$ cat src/rtl/muti_cycle.sv
// Iterative 32-step multiply/divide unit with private HI/LO registers for the MIPS ALU stage.
// Shift-add multiply and restoring divide run on operand magnitudes; the sign is fixed up on the last step.
module muti_cycle (
    input  logic        CLK,
    input  logic        RST,
    input  logic        start,
    input  logic [4:0]  aluop,
    input  logic [31:0] aluA,
    input  logic [31:0] aluB,
    output logic [31:0] hiOut,
    output logic [31:0] loOut,
    output logic        finish
);
    // state | meaning
    // IDLE  | waiting for MULT/MULTU/DIV/DIVU; MTHI/MTLO write HI/LO here only
    // BUSY  | one radix-2 step per clock, 32 steps, HI/LO written on the last
    // DONE  | finish high for this single cycle, then back to IDLE
    typedef enum logic [1:0] {
        IDLE = 2'd0,
        BUSY = 2'd1,
        DONE = 2'd2
    } state_t;

    localparam logic [4:0] OP_MTHI = 5'b01001;
    localparam logic [4:0] OP_MTLO = 5'b01011;

    state_t      state_q, state_d;
    logic [4:0]  cnt_q, cnt_d;
    logic [63:0] acc_q, acc_d;
    logic [31:0] opnd_q, opnd_d;
    logic [31:0] a_q, a_d;
    logic        is_div_q, is_div_d;
    logic        neg_res_q, neg_res_d;
    logic        neg_rem_q, neg_rem_d;
    logic [31:0] hi_q, hi_d;
    logic [31:0] lo_q, lo_d;
    logic        finish_q, finish_d;

    logic        is_md;
    logic        a_neg, b_neg;
    logic [31:0] a_mag, b_mag;

    // 01100..01111 are the four mult/div ops; bit 0 clear selects the signed form
    assign is_md = (aluop[4:2] == 3'b011);
    assign a_neg = ~aluop[0] & aluA[31];
    assign b_neg = ~aluop[0] & aluB[31];
    assign a_mag = a_neg ? (~aluA + 32'd1) : aluA;
    assign b_mag = b_neg ? (~aluB + 32'd1) : aluB;

    logic [32:0] mul_sum;
    logic [63:0] mul_next;
    logic [32:0] trial;
    logic [33:0] diff;
    logic [63:0] div_next;
    logic [63:0] step_res;
    logic [63:0] prod_fix;
    logic [31:0] quo, rem;

    // Multiply: acc = {partial product, remaining multiplier bits}
    assign mul_sum  = {1'b0, acc_q[63:32]} + (acc_q[0] ? {1'b0, opnd_q} : 33'd0);
    assign mul_next = {mul_sum, acc_q[31:1]};

    // Divide: acc = {partial remainder, dividend bits shifting into quotient}
    assign trial    = {acc_q[63:32], acc_q[31]};
    assign diff     = {1'b0, trial} - {2'b00, opnd_q};
    assign div_next = diff[33] ? {trial[31:0], acc_q[30:0], 1'b0}
                               : {diff[31:0],  acc_q[30:0], 1'b1};

    assign step_res = is_div_q ? div_next : mul_next;
    assign prod_fix = neg_res_q ? (~step_res + 64'd1) : step_res;
    assign quo      = neg_res_q ? (~step_res[31:0] + 32'd1) : step_res[31:0];
    assign rem      = neg_rem_q ? (~step_res[63:32] + 32'd1) : step_res[63:32];

    always_comb begin
        state_d   = state_q;
        cnt_d     = cnt_q;
        acc_d     = acc_q;
        opnd_d    = opnd_q;
        a_d       = a_q;
        is_div_d  = is_div_q;
        neg_res_d = neg_res_q;
        neg_rem_d = neg_rem_q;
        hi_d      = hi_q;
        lo_d      = lo_q;
        finish_d  = 1'b0;
        case (state_q)
            IDLE: begin
                if (aluop == OP_MTHI) hi_d = aluA;
                if (aluop == OP_MTLO) lo_d = aluA;
                if (start && is_md) begin
                    is_div_d  = aluop[1];
                    neg_res_d = a_neg ^ b_neg;
                    neg_rem_d = a_neg;
                    a_d       = aluA;
                    opnd_d    = aluop[1] ? b_mag : a_mag;
                    acc_d     = {32'd0, (aluop[1] ? a_mag : b_mag)};
                    cnt_d     = 5'd0;
                    state_d   = BUSY;
                end
            end
            BUSY: begin
                acc_d = step_res;
                cnt_d = cnt_q + 5'd1;
                if (cnt_q == 5'd31) begin
                    state_d  = DONE;
                    finish_d = 1'b1;
                    if (!is_div_q) begin
                        hi_d = prod_fix[63:32];
                        lo_d = prod_fix[31:0];
                    end else if (opnd_q == 32'd0) begin
                        // divide by zero reports the raw dividend, not its magnitude
                        hi_d = a_q;
                        lo_d = 32'hFFFF_FFFF;
                    end else begin
                        hi_d = rem;
                        lo_d = quo;
                    end
                end
            end
            DONE:    state_d = IDLE;
            default: state_d = IDLE;
        endcase
    end

    always_ff @(posedge CLK or posedge RST) begin
        if (RST) begin
            state_q   <= IDLE;
            cnt_q     <= 5'd0;
            acc_q     <= 64'd0;
            opnd_q    <= 32'd0;
            a_q       <= 32'd0;
            is_div_q  <= 1'b0;
            neg_res_q <= 1'b0;
            neg_rem_q <= 1'b0;
            hi_q      <= 32'd0;
            lo_q      <= 32'd0;
            finish_q  <= 1'b0;
        end else begin
            state_q   <= state_d;
            cnt_q     <= cnt_d;
            acc_q     <= acc_d;
            opnd_q    <= opnd_d;
            a_q       <= a_d;
            is_div_q  <= is_div_d;
            neg_res_q <= neg_res_d;
            neg_rem_q <= neg_rem_d;
            hi_q      <= hi_d;
            lo_q      <= lo_d;
            finish_q  <= finish_d;
        end
    end

    assign hiOut  = hi_q;
    assign loOut  = lo_q;
    assign finish = finish_q;
endmodule

$ cat config.mk
export PLATFORM = sky130hd
export DESIGN_NAME = muti_cycle
export DESIGN_NICKNAME = d
export VERILOG_FILES = /design/src/rtl/muti_cycle.sv
export SDC_FILE = /design/constraint.sdc
export NUM_CORES = 1
export LEC_CHECK = 0
export BUFFER_PORTS_ARGS = -buffer_cell sky130_fd_sc_hd__buf_2
export CAP_MARGIN = 20
export CORE_MARGIN = 4
export CORE_UTILIZATION = 45
export DETAILED_ROUTE_END_ITERATION = 7
export HOLD_SLACK_MARGIN = 0.08
export PLACE_DENSITY = 0.72
export SKIP_CTS_REPAIR_TIMING = 1
export SKIP_LAST_GASP = 1
export SLEW_MARGIN = 20
export SYNTH_ARGS = -nofsm -noshare
export SYNTH_HDL_FRONTEND = slang
export SYNTH_SLANG_ARGS = --single-unit
$ cat constraint.sdc
create_clock -name CLK -period 8.4 [get_ports CLK]
set_input_delay 0.42 -clock CLK [delete_from_list [all_inputs] [get_ports CLK]]
set_output_delay 0.42 -clock CLK [all_outputs]
set_load 0.01 [all_outputs]
==> flow_summary_export.csv, run 1 <==
group,metric,value,unit
pwr,ir_drop,0.000248,V
yosys,synth_top_flop_cell,"dfrtp_1",
yosys,synth_top_cell_by_area,"dfrtp_1",
cts,cts_made_buffers,24,
detailed_routing,vias,18957,
layout,drive_gt1_frac,0.108,
critical_path,end_kind,"flop",
detailed_routing,antenna_left,0,
die,coreArea,38800,sq um
yosys,synthDistinctLibCells,87,
yosys,yosys_warnings,0,
grt,grt_pass1_wl,108000,um
grt,grt_pass1_vias,17707,
detailed_routing,wl,71900,um
detailed_routing,avgRoutedWirePerCell,24.6,um
pwr,seqPwrFrac,0.194,
yosys,synth-async-reset-ratio,1.00,
sta,tightest_slew,1080,ps
sta,fin_skew,25.7,ps
sta,rsz0062_at_grt,"no",
cts,root_buffer,"clkbuf_16",
sta,fin_crit,6690,ps
pwr,pwr-share-clk,0.109,
layout,nNetsFinal,2534,
yosys,yosysTopAreaCellShare,0.286,
pwr,intPower,4.54,mW
pwr,p_sw,5.50,mW
job,maxCapViolations,0,
detailed_routing,dr.pass1.iters,6,
cts,path_clk_slew,60,ps
placement,hpwlAfterDp,53000,um
yosys,synthCells,2351,
critical_path,critPathMaxStageDelay,790,ps
yosys,synth-edff-count,0,
layout,syn2layout_area_growth,10.2,%
yosys,synth.most_common_cell,"nand2_1",
cts,h-tree-depth,1,
critical_path,reg2reg_to,"hiOut[30]$_DFFE_PP0P_",
critical_path,reg2regPathDepth,19,
critical_path,cp_max_fo,20,
hold_path,hold_path_class,"input pin to asynchronous set/reset pin",
yosys,syn_area,17700,sq um
critical_path,timing.rr.start,"opnd_q[12]$_DFFE_PP0P_",
grt,grt_max_degree,129,
sta,post-route-period-util,0.797,
grt,antenna_found_initial,4,
die,die_area,42700,sq um
sta,slew_viol_final,0,
detailed_routing,via_per_inst,6.48,
grt,overflow,0,
die,die_h,207,um
critical_path,critPathTopFamily,"simple AND/OR/NAND/NOR gates",
die,start_util,0.457,
yosys,synth_nets,2495,
sta,max-slew-margin-rel,0.276,
detailed_routing,drc,0,
critical_path,reg2reg_slack,1710,ps
die,fp-row-count,72,
cts,cts.path.max_buffers,3,
sta,max_freq,149,MHz
cts,clock-sinks,203,
sta,hold_viol_final,0,
outcome,outcome,"completed",
grt,grt_usage,0.325,
pwr,comb_power_share,0.696,
yosys,yosysSeqAreaShare,0.286,
critical_path,cp_slowest_cell,"nand2_1",
yosys,syn_avg_cell_area,7.55,sq um
critical_path,critPathLaunchType,"flop",
pwr,p_leak,8.31,nW
pwr,switching_share,0.548,
layout,insertedDiodeCount,0,
yosys,ys_ff_latch,203,
sta,setup_viol,0,
pwr,powerDensity,513,nW/um^2
pwr,finalPower,10.0,mW
detailed_routing,drt_iter0_drc,2150,
critical_path,worstPathArrival,7120,ps
cts,clock_latency,560,ps
die,fp.dieW,207,um
sta,fin_tns_setup,0,ps
yosys,synth_common_cells,"364 x nand2_1, 263 x o21ai_0, 203 x dfrtp_1",
critical_path,crit_chain,"inv_1 > ha_1 > nand4_1 > nor2_1 > o211ai_1 > a211o_1 > buf_4 > nand2_1 > a21oi_1 > a21oi_1 > ha_1 > inv_1 > nor4_1 > nand2_1 > nor4_2 > a21boi_1 > and2_1 > o211a_1 > o32a_1",
detailed_routing,met2_length,32200,um
critical_path,critPathKind,"flop to flop",
die,io_pins,137,
detailed_routing,wl_met3,6480,um
placement,gp_congestion,1.05,
detailed_routing,highest_layer,"met5",
cts,tritoncts,"yes",
yosys,synth_area_leaders,"dfrtp_1 29%, nand2_1 7.7%, o21ai_0 7.4%, ha_1 4.9%, a21oi_1 4.5%",
detailed_routing,wl_met1,28200,um
critical_path,required,8820,ps
layout,final_core_util,0.504,
placement,portBuffers,136,
critical_path,crit_buf_inv,3,
## cells by family after synthesis
| family | Yosys count | synth area share |
|---|---|---|
| AO/OA/AOI/OAI | 774 | 0.275 |
| multiplexers | 48 | 0.0273 |
| XOR/XNOR | 175 | 0.0864 |
| AND/OR/NAND/NOR | 855 | 0.224 |
| adder cells (fa/ha/maj) | 72 | 0.0516 |
| buffers and inverters | 224 | 0.0496 |
| flip-flops | 203 | 0.286 |
## per-layer routing
layer | track usage | vias to the layer above
met5 | 0 | -
met4 | 0.177 | 8
met3 | 0.0672 | 269
met2 | 0.510 | 1023
met1 | 0.420 | 9057
li1 | - | 8600
## how the worst max path moves through the flow
| stage | start | end | slack (ps) | cells past startpoint |
|---|---|---|---|---|
| after floorplan | RST | a_q[0]$_DFFE_PP0P_ | 2440 | 1 |
| after global placement | opnd_q[12]$_DFFE_PP0P_ | hiOut[29]$_DFFE_PP0P_ | 1950 | 16 |
| after detailed placement | opnd_q[12]$_DFFE_PP0P_ | hiOut[30]$_DFFE_PP0P_ | 1960 | 19 |
| after CTS | opnd_q[12]$_DFFE_PP0P_ | hiOut[29]$_DFFE_PP0P_ | 1900 | 16 |
| after global routing | opnd_q[12]$_DFFE_PP0P_ | hiOut[20]$_DFFE_PP0P_ | 1410 | 18 |
| final | opnd_q[12]$_DFFE_PP0P_ | hiOut[30]$_DFFE_PP0P_ | 1710 | 19 |
## layout by cell type, fill, tap and decap left out, types with 24 or more instances in the layout
master     count
nand3_1       70
o31ai_1       36
mux2i_1       45
a21o_1        24
buf_4         28
nand4_1       24
nor3_1        47
nand2_1      364
nor2_1       165
xor2_1        92
o221ai_1      33
buf_2        135
xnor2_1       83
dfrtp_1      201
o211ai_1      45
nor4_1        24
o21ai_0      262
a31oi_1       28
inv_1         71
clkbuf_16     24
a21oi_1      159
o22ai_1       41
ha_1          70
and2_1        42
or3_1         24
## layout make-up
| cell class | instances | area, sq um |
|---|---|---|
| Clock inverter | 11 | 133 |
| Timing Repair Buffer | 164 | 897 |
| Inverter | 73 | 282 |
| Fill cell | 3825 | 19300 |
| Sequential cell | 203 | 5080 |
| Tap cell | 518 | 648 |
| Multi-Input combinational cell | 1924 | 11800 |
| Clock buffer | 33 | 674 |
## through the flow
step | area [sq um] | hold WS, ps | std cells | setup WS, ps
final | 19600 | 16.2 | 2926 | 1710
after global routing | 19600 | 142 | 2926 | 1410
after CTS | 19500 | 103 | 2926 | 1900
after detailed placement | 18700 | 463 | 2882 | 1960
after global placement | 18700 | 457 | 2882 | 1950
after floorplan | 17700 | 440 | 2351 | 2440
## flip-flops by register name, indices dropped and copies added, names as in the netlist, 2 cells and up
register and flops:
a_q 32, acc_q 64, cnt_q 5, hiOut 32
loOut 32, opnd_q 32, state_q 2
## power groups by stage
stage,sequential [mW],combinational (mW),clock (mW)
CTS,1.93,6.85,1.10
detailed placement,1.94,6.81,0
finish,1.95,6.99,1.10
global placement,1.93,6.75,0
floorplan,1.80,4.77,0
global route,1.99,7.56,1.14
No activity file was read; power rests on OpenSTA's default activity.
==> run 2: changes to the inputs <==
==> constraint.sdc (replaced) <==
create_clock -name CLK -period 7 [get_ports CLK]
set_input_delay 0.35 -clock CLK [delete_from_list [all_inputs] [get_ports CLK]]
set_output_delay 0.35 -clock CLK [all_outputs]
set_load 0.01 [all_outputs]
==> run 2 against run 1 <==
Die area stayed put. Largest cell class unchanged. Sequential cell count did not move. Total power rose by 19%. Critical path type unchanged. First-iteration DRC count rose by 0.65%.
==> flow_summary_export.csv, run 2 (synthesized netlist as in run 1, its figures left out) <==
group,metric,value,unit
die,die_h,207,um
critical_path,crit_buf_inv,2,
grt,grt_pass1_wl,106000,um
die,die_area,42700,sq um
cts,h-tree-depth,1,
grt,overflow,0,
outcome,outcome,"completed",
detailed_routing,vias,18942,
cts,cts_made_buffers,23,
sta,slew_viol_final,0,
cts,clock_latency,540,ps
pwr,p_leak,8.32,nW
sta,tightest_slew,1200,ps
layout,final_core_util,0.503,
sta,hold_viol_final,0,
critical_path,critPathLaunchType,"flop",
detailed_routing,dr.pass1.iters,6,
sta,fin_skew,15.6,ps
layout,seq_area,5080,sq um
cts,root_buffer,"clkbuf_16",
critical_path,critPathKind,"flop to flop",
critical_path,critPathTopFamily,"simple AND/OR/NAND/NOR gates",
critical_path,cp_slowest_cell,"nor4_1",
detailed_routing,via_per_inst,6.46,
placement,portBuffers,136,
hold_path,hold_path_class,"input pin to flop",
layout,fill_cells,3782,
critical_path,path_common_cell,"a21oi_1",
pwr,finalPower,11.9,mW
sta,fin_crit,6250,ps
detailed_routing,drc,0,
layout,drive_gt1_frac,0.110,
sta,fin_tns_setup,0,ps
placement,dp_slack,1030,ps
critical_path,critPathMaxStageDelay,890,ps
sta,rsz0062_at_grt,"no",
critical_path,required,7410,ps
critical_path,worstPathArrival,6670,ps
layout,mostFrequentLayoutCells,"364 x nand2_1, 262 x o21ai_0, 201 x dfrtp_1",
sta,fin_ws,745,ps
detailed_routing,antenna_left,0,
die,fp-row-count,72,
layout,final_common_cell,"nand2_1",
cts,path_clk_slew,60,ps
layout,top_register,"acc_q",
cts,clock-sinks,203,
layout,multi_input_comb_area,11800,sq um
die,io_pins,137,
placement,gp_congestion,1.04,
cts,cts.path.max_buffers,3,
detailed_routing,avgRoutedWirePerCell,23.8,um
grt,grt_usage,0.318,
sta,max-slew-margin-rel,0.191,
layout,syn2layout_area_growth,10.2,%
critical_path,crit_chain,"inv_1 > ha_1 > nand2b_1 > a21oi_1 > o211ai_1 > a211o_1 > nand2_1 > a21oi_1 > a21oi_1 > ha_1 > inv_1 > nor4_1 > nand2_1 > nor4_2 > a21boi_1 > and2_1 > o211a_1 > o32a_1",
sta,max_freq,160,MHz
pwr,powerDensity,610,nW/um^2
pwr,ir_drop,0.000277,V
detailed_routing,drt_iter0_drc,2164,
die,coreArea,38800,sq um
cts,tritoncts,"yes",
layout,insertedDiodeCount,0,
job,maxCapViolations,0,
grt,grt_max_degree,107,
critical_path,end_kind,"flop",
grt,grt_pass1_vias,18138,
sta,post-route-period-util,0.894,
sta,setup_viol,0,
grt,antenna_found_initial,4,
detailed_routing,wl,69800,um
critical_path,cp_max_fo,12,
layout,nNetsFinal,2540,
die,fp.dieW,207,um
die,start_util,0.457,
layout,largest_reg_flops,64,
placement,hpwlAfterDp,52300,um
## run 2: report_power, final
| part | switching [mW] | internal [mW] |
|---|---|---|
| Combinational | 5.37 | 2.98 |
| Clock | 0.530 | 0.696 |
| Sequential | 0.615 | 1.73 |
## run 2: worst paths after layout
check / startpoint / endpoint / slack, ps / cells after the start
max: opnd_q[1]$_DFFE_PP0P_ / hiOut[30]$_DFFE_PP0P_ / 750 / 18
min: aluA[7] / a_q[7]$_DFFE_PP0P_ / 130 / 3
max reg2reg: opnd_q[1]$_DFFE_PP0P_ / hiOut[30]$_DFFE_PP0P_ / 750 / 18
min reg2reg: loOut[24]$_DFFE_PP0P_ / loOut[24]$_DFFE_PP0P_ / 470 / 2
max in group asynchronous: RST / hiOut[29]$_DFFE_PP0P_ / 5210 / 4
min in group asynchronous: RST / loOut[11]$_DFFE_PP0P_ / 410 / 3
## run 2: area by class of cell
cell class                 instances  area share
sequential                       203       0.260
clock buffer                      32      0.0337
inverter                          73      0.0144
multi-input combinational       1924       0.605
timing repair buffer             171      0.0487
clock inverter                    10     0.00442
tap                              518      0.0332
## run 2: stage by stage
step | hold WS [ps] | cell area (sq um) | cells
floorplan | 440 | 17700 | 2351
global placement | 458 | 18800 | 2888
detailed placement | 465 | 18800 | 2888
CTS | -98.6 | 19500 | 2930
global route | 114 | 19500 | 2931
finish | 129 | 19500 | 2931
## run 2: metal layers
metal  global-route usage  wire, um
met4                0.186      5040
met3               0.0526      6270
met2                0.498     31200
met5                    0        27
met1                0.416     27300
## run 2: worst register-to-register path, stage by stage (launching register included)
cell and delay (ps):
dfrtp_1 530, inv_1 100, ha_1 290, nand2b_1 110, a21oi_1 380, o211ai_1 280, a211o_1 420, nand2_1 560
a21oi_1 270, a21oi_1 250, ha_1 220, inv_1 60, nor4_1 890, nand2_1 170, nor4_2 690, a21boi_1 160
and2_1 210, o211a_1 220, o32a_1 320
